===== src/rtl/fp_multiplier_param.sv =====
// fp_multiplier_param: multicycle floating-point multiplier with generic
// exponent/mantissa widths. Round-to-nearest-even, subnormal inputs and
// results flushed to zero. Exception flags port enabled by FPMUL_FLAGS_EN.
module fp_multiplier_param #(
  parameter int EXP_W = 8,
  parameter int MAN_W = 23
) (
  input  logic                   clk,
  input  logic                   rst,
  input  logic                   ready,
  input  logic [EXP_W+MAN_W:0]   op1,
  input  logic [EXP_W+MAN_W:0]   op2,
  output logic [EXP_W+MAN_W:0]   res,
  output logic                   done,
  output logic                   busy
`ifdef FPMUL_FLAGS_EN
  ,
  output logic [3:0]             flags
`endif
);

  localparam int W  = 1 + EXP_W + MAN_W;
  localparam int PW = 2 * MAN_W + 2;
  localparam int XW = EXP_W + 2;

  localparam logic [2:0] S_IDLE  = 3'd0;
  localparam logic [2:0] S_CLASS = 3'd1;
  localparam logic [2:0] S_MUL   = 3'd2;
  localparam logic [2:0] S_NORM  = 3'd3;
  localparam logic [2:0] S_ROUND = 3'd4;
  localparam logic [2:0] S_PACK  = 3'd5;

  localparam logic signed [XW-1:0] BIAS     = $signed({3'b000, {(EXP_W-1){1'b1}}});
  localparam logic signed [XW-1:0] EXP_MAX  = $signed({2'b00, {EXP_W{1'b1}}});
  localparam logic signed [XW-1:0] EXP_ZERO = '0;
  localparam logic signed [XW-1:0] EXP_ONE  = $signed({{(XW-1){1'b0}}, 1'b1});
  localparam logic [W-1:0]         QNAN     = {1'b0, {EXP_W{1'b1}}, 1'b1, {(MAN_W-1){1'b0}}};

  logic [2:0]              state_q, state_d;
  logic [W-1:0]            a_q, a_d, b_q, b_d;
  logic                    spec_q, spec_d;
  logic [W-1:0]            spec_res_q, spec_res_d;
  logic [PW-1:0]           prod_q, prod_d;
  logic signed [XW-1:0]    exp_q, exp_d;
  logic [MAN_W-1:0]        man_q, man_d;
  logic [W-1:0]            res_q, res_d;
  logic                    done_q, done_d;
`ifdef FPMUL_FLAGS_EN
  logic                    spec_inv_q, spec_inv_d;
  logic                    inexact_q, inexact_d;
  logic [3:0]              flags_q, flags_d;
`endif

  // Operand fields of the latched operands
  logic                    s1, s2, sgn;
  logic [EXP_W-1:0]        e1, e2;
  logic [MAN_W-1:0]        m1, m2;
  assign {s1, e1, m1} = a_q;
  assign {s2, e2, m2} = b_q;
  assign sgn = s1 ^ s2;

  // Classification; exp==0 counts as zero whatever the mantissa
  logic nan1, nan2, inf1, inf2, zero1, zero2, invalid, special;
  assign nan1    = (&e1) & (|m1);
  assign nan2    = (&e2) & (|m2);
  assign inf1    = (&e1) & ~(|m1);
  assign inf2    = (&e2) & ~(|m2);
  assign zero1   = ~(|e1);
  assign zero2   = ~(|e2);
  assign invalid = nan1 | nan2 | (zero1 & inf2) | (inf1 & zero2);
  assign special = nan1 | nan2 | inf1 | inf2 | zero1 | zero2;

  // Significand product and biased exponent sum
  logic [PW-1:0]        prod_mul;
  logic signed [XW-1:0] exp_mul;
  assign prod_mul = {{(MAN_W+1){1'b0}}, 1'b1, m1} * {{(MAN_W+1){1'b0}}, 1'b1, m2};
  assign exp_mul  = $signed({2'b00, e1}) + $signed({2'b00, e2}) - BIAS;

  // Rounding: leading one sits at prod_q[PW-1] once normalised
  logic [MAN_W-1:0] mant_raw, mant_rnd;
  logic             g_bit, r_bit, s_bit, rnd_up, rnd_carry;
  assign mant_raw = prod_q[PW-2 -: MAN_W];
  assign g_bit    = prod_q[MAN_W];
  assign r_bit    = prod_q[MAN_W-1];
  assign s_bit    = |prod_q[MAN_W-2:0];
  assign rnd_up   = g_bit & (r_bit | s_bit | mant_raw[0]);
  assign {rnd_carry, mant_rnd} = {1'b0, mant_raw} + {{MAN_W{1'b0}}, rnd_up};

  // Range checks on the final exponent
  logic ovf, unf;
  assign ovf = (exp_q >= EXP_MAX);
  assign unf = (exp_q <= EXP_ZERO);

  // Next-state and datapath sequencing
  always_comb begin
    state_d    = state_q;
    a_d        = a_q;
    b_d        = b_q;
    spec_d     = spec_q;
    spec_res_d = spec_res_q;
    prod_d     = prod_q;
    exp_d      = exp_q;
    man_d      = man_q;
    res_d      = res_q;
    done_d     = 1'b0;
`ifdef FPMUL_FLAGS_EN
    spec_inv_d = spec_inv_q;
    inexact_d  = inexact_q;
    flags_d    = flags_q;
`endif
    case (state_q)
      S_IDLE: begin
        if (ready) begin
          a_d     = op1;
          b_d     = op2;
          state_d = S_CLASS;
        end
      end
      S_CLASS: begin
        spec_d = special;
        if (invalid)
          spec_res_d = QNAN;
        else if (zero1 | zero2)
          spec_res_d = {sgn, {(W-1){1'b0}}};
        else
          spec_res_d = {sgn, {EXP_W{1'b1}}, {MAN_W{1'b0}}};
`ifdef FPMUL_FLAGS_EN
        spec_inv_d = invalid;
`endif
        state_d = special ? S_PACK : S_MUL;
      end
      S_MUL: begin
        prod_d  = prod_mul;
        exp_d   = exp_mul;
        state_d = S_NORM;
      end
      S_NORM: begin
        if (prod_q[PW-1])
          exp_d = exp_q + EXP_ONE;
        else
          prod_d = prod_q << 1;
        state_d = S_ROUND;
      end
      S_ROUND: begin
        man_d = mant_rnd;
        exp_d = exp_q + (rnd_carry ? EXP_ONE : EXP_ZERO);
`ifdef FPMUL_FLAGS_EN
        inexact_d = g_bit | r_bit | s_bit;
`endif
        state_d = S_PACK;
      end
      S_PACK: begin
        done_d  = 1'b1;
        state_d = S_IDLE;
        if (spec_q) begin
          res_d = spec_res_q;
`ifdef FPMUL_FLAGS_EN
          flags_d = {spec_inv_q, 3'b000};
`endif
        end else if (ovf) begin
          res_d = {sgn, {EXP_W{1'b1}}, {MAN_W{1'b0}}};
`ifdef FPMUL_FLAGS_EN
          flags_d = 4'b0101;
`endif
        end else if (unf) begin
          res_d = {sgn, {(W-1){1'b0}}};
`ifdef FPMUL_FLAGS_EN
          flags_d = 4'b0011;
`endif
        end else begin
          res_d = {sgn, exp_q[EXP_W-1:0], man_q};
`ifdef FPMUL_FLAGS_EN
          flags_d = {3'b000, inexact_q};
`endif
        end
      end
      default: state_d = S_IDLE;
    endcase
  end

  // State and datapath registers; reset discards any in-flight operation
  always_ff @(posedge clk or posedge rst) begin
    if (rst) begin
      state_q    <= S_IDLE;
      a_q        <= '0;
      b_q        <= '0;
      spec_q     <= 1'b0;
      spec_res_q <= '0;
      prod_q     <= '0;
      exp_q      <= '0;
      man_q      <= '0;
      res_q      <= '0;
      done_q     <= 1'b0;
`ifdef FPMUL_FLAGS_EN
      spec_inv_q <= 1'b0;
      inexact_q  <= 1'b0;
      flags_q    <= '0;
`endif
    end else begin
      state_q    <= state_d;
      a_q        <= a_d;
      b_q        <= b_d;
      spec_q     <= spec_d;
      spec_res_q <= spec_res_d;
      prod_q     <= prod_d;
      exp_q      <= exp_d;
      man_q      <= man_d;
      res_q      <= res_d;
      done_q     <= done_d;
`ifdef FPMUL_FLAGS_EN
      spec_inv_q <= spec_inv_d;
      inexact_q  <= inexact_d;
      flags_q    <= flags_d;
`endif
    end
  end

  assign res  = res_q;
  assign done = done_q;
  assign busy = (state_q != S_IDLE);
`ifdef FPMUL_FLAGS_EN
  assign flags = flags_q;
`endif

endmodule


===== config.mk =====
export PLATFORM = sky130hd
export DESIGN_NAME = fp_multiplier_param
export DESIGN_NICKNAME = d
export VERILOG_FILES = /design/src/rtl/fp_multiplier_param.sv
export SDC_FILE = /design/constraint.sdc
export NUM_CORES = 2
export LEC_CHECK = 0
export BUFFER_PORTS_ARGS = -buffer_cell sky130_fd_sc_hd__buf_2
export CORE_ASPECT_RATIO = 2
export CORE_UTILIZATION = 35
export DETAILED_ROUTE_END_ITERATION = 10
export GPL_ROUTABILITY_DRIVEN = 1
export PLACE_DENSITY = 0.47
export SETUP_SLACK_MARGIN = 0.3
export SLEW_MARGIN = 5
export SYNTH_ARGS = -nofsm -noshare
export SYNTH_HDL_FRONTEND = slang
export SYNTH_SLANG_ARGS = --single-unit
export TNS_END_PERCENT = 1

===== constraint.sdc =====
create_clock -name clk -period 19.7 [get_ports clk]
set_input_delay 1.97 -clock clk [delete_from_list [all_inputs] [get_ports clk]]
set_output_delay 1.97 -clock clk [all_outputs]
set_load 0.02 [all_outputs]

==> flow_summary.yaml <==
synth:
  seq_area_frac_synth_pct: 17.1
  yosysTopAreaCell: "fa_1"
  async_reset_ff_share_pct: 100
  syn_avg_cell_area_um2: 9.24
  ys_seq_elements: 185
  synth-edff-count: 0
  yosysUniqueCellTypes: 71
  synth_area_um2: 27000
  synth_cells: 2922
  synth_top_area_share_pct: 35.8
  yosysWarnings: 0
  ys_top_cells_by_area: "fa_1 36%, dfrtp_1 17%, ha_1 8.9%"
  synth_nets: 3663
  synth_flop_cell: "dfrtp_1"
timing:
  max_freq_mhz: 118
  finClkSkew_ps: 22.9
  slew-limit-headroom_pct: 15.7
  finalCriticalPeriod_ps: 8480
  hold_viol: 0
  maxSlewViolCount: 0
  period_share_pct: 43.0
  rsz0062_at_grt: "false"
  setup_viol: 0
  tns_ps: 0
  worst_pin_slew_ps: 1260
routing:
  vias: 20300
  wl_per_cell_um: 22.0
  drt-total-wl_mm: 86.9
  vias_per_cell: 5.12
  drt_first_iter_violations: 1208
  first_pass_iters: 5
  ant_nets: 0
  drc: 0
global_routing:
  grtUsageTotal_pct: 23.2
  grt_overflow_total: 0
  grt_pass1_wl_mm: 135
  grt_max_degree: 115
  grt_pass1_vias: 22900
  antenna_found_initial: 2
critical_path:
  cp.required_ps: 20050
  crit_family: "adder cells"
  cpMaxStageDelayCell: "dfrtp_1"
  path_buf_inv: 5
  arrival_ps: 8830
  critPathKind: "flop to flop"
  critical_path.max_fanout: 17
  critPathCaptureType: "flop"
  critPathLaunch: "b_q[0]$_DFFE_PP0P_"
  max_stage_delay_ps: 950
  start_kind: "flop"
  crit_chain: "clkinv_1 -> nor2_1 -> fa_1 -> fa_1 -> inv_1 -> fa_1 -> fa_1 -> inv_1 -> fa_1 -> fa_1 -> inv_1 -> fa_1 -> inv_1 -> ha_1 -> a21oi_1 -> o211ai_1 -> a221oi_2 -> o31ai_1 -> a21oi_1 -> nand3_1 -> a41oi_1 -> xnor2_1 -> o21ai_1"
  rr_startpoint: "b_q[0]$_DFFE_PP0P_"
  path_common_cell: "fa_1"
clock_network:
  clk-insertion-delay-late_ps: 480
  htreeDepth: 4
  clk_pin_slew_ps: 80
  post_cts_resized: 0
  numCtsBuffers: 17
  post_cts.repair.setup_buffers: 0
  cts_root_buf: "clkbuf_16"
  hold_buffers: 0
  cts_tree: "built"
  cts_buffer_depth: 2
  cts_sinks: 185
die:
  core_um2: 76200
  die_h_um: 395
  die_area_um2: 78300
  die_w_um: 198
  initial_core_util_pct: 35.4
  io_pins: 101
  num_rows: 143
place:
  gp_congestion: 0.879
  io_buffers: 100
  dp_hpwl_mm: 67.8
finish:
  final_cell_mix: "603 x inv_1, 483 x fa_1, 348 x nand2_1"
  antenna_cells: 0
  fin_nets: 3672
  final_common_cell: "inv_1"
  syn2layout_area_growth_pct: 7.89
  drive_above_1_share_pct: 8.02
outcome:
  status: "complete, no violations"
worst_hold_path:
  hold_class: "flop to flop"
  worstHoldStart: "res[22]$_DFFE_PP0P_"
flow_run:
  maxCapViolCount: 0
## tightest hold or removal path, delay by kind of cell (launching register included)
kind	cells	cell delay (ps)
DFF	1	340
and+or+nand+nor	1	50
AOI/OAI and AO/OA	1	60
## kinds of logic (layout without fill, tap and decap cells)
kind of cell | count (synthesis) | after routing | share of synthesized area, %
compound gates | 353 | 353 | 8.43
xor+xnor | 69 | 69 | 2.24
fa+ha+maj | 674 | 674 | 44.7
buf+inv | 761 | 783 | 10.6
flops | 185 | 185 | 17.1
mux | 47 | 47 | 1.95
simple gates | 833 | 833 | 14.9
## cells in the mapped netlist (3+ instances only)
cell	number
inv_1	604
fa_1	483
nand2_1	348
and2_1	246
ha_1	191
dfrtp_1	185
clkbuf_1	135
nor2_1	121
a21oi_1	97
o21ai_0	64
mux2_2	45
a22oi_1	38
xnor2_1	38
xor2_1	31
o21ai_1	26
nand4_1	24
a22o_1	22
nand3_1	20
a21o_1	19
nor4_1	19
a31oi_1	16
and3_1	13
buf_2	12
nor3_1	9
nor2b_1	8
o21a_1	8
a221o_1	7
o21bai_1	6
buf_1	5
o211ai_1	5
o31ai_1	5
or4_1	5
a211o_1	4
a41oi_1	4
and4_1	4
clkinv_1	4
nand2b_1	4
a32oi_1	3
nor3b_1	3
o22ai_1	3
or3_1	3
## area by class of cell
| cell class | instances | area [µm²] |
|---|---|---|
| clock inverter | 15 | 170 |
| sequential | 185 | 4630 |
| timing repair buffer | 143 | 823 |
| multi-input combinational | 1976 | 19500 |
| inverter | 608 | 2290 |
| clock buffer | 17 | 425 |
| tap | 1015 | 1270 |
| fill | 7778 | 47100 |
## per-layer routing
metal / track usage (%) / routed length [µm] / vias up
li1: - / - / 8994
met1: 25.9 / 32900 / 10500
met2: 43.0 / 46500 / 567
met3: 1.97 / 2970 / 183
met4: 11.7 / 4450 / 2
met5: 0 / 14 / -
## sequential cells by signal, indices dropped and copies added (netlist names), 3 cells and up
name        cells
a_q            32
exp_q          10
b_q            32
spec_res_q      3
prod_q         48
res            32
man_q          23
state_q         3
## through the flow
step                std cells  cell area (µm²)  utilization, %  setup slack, ps  hold WS, ps
finish                   3959            29100            38.2            11220          481
detailed placement       3927            28500            37.4            11390          472
floorplan                2922            27000               -            12700          456
global placement         3927            28500            37.4            11400          470
global route             3959            29100            38.2            11000          515
CTS                      3959            29100            38.2            11370          490
## path summary, 6_finish.rpt
kind                                                to  slack [ps]  depth (start not counted)
worst max-delay path            prod_q[45]$_DFFE_PP0P_       11220                         23
worst min-delay path               res[22]$_DFFE_PP0P_         480                          2
worst max register to register  prod_q[45]$_DFFE_PP0P_       11220                         23
worst min register to register     res[22]$_DFFE_PP0P_         480                          2
max in group asynchronous       prod_q[37]$_DFFE_PP0P_       16530                          3
min in group asynchronous          res[23]$_DFFE_PP0P_        1680                          2
Power is not shown: default switching activity piles up to over one toggle a cycle in this logic, so the estimate is an artifact.
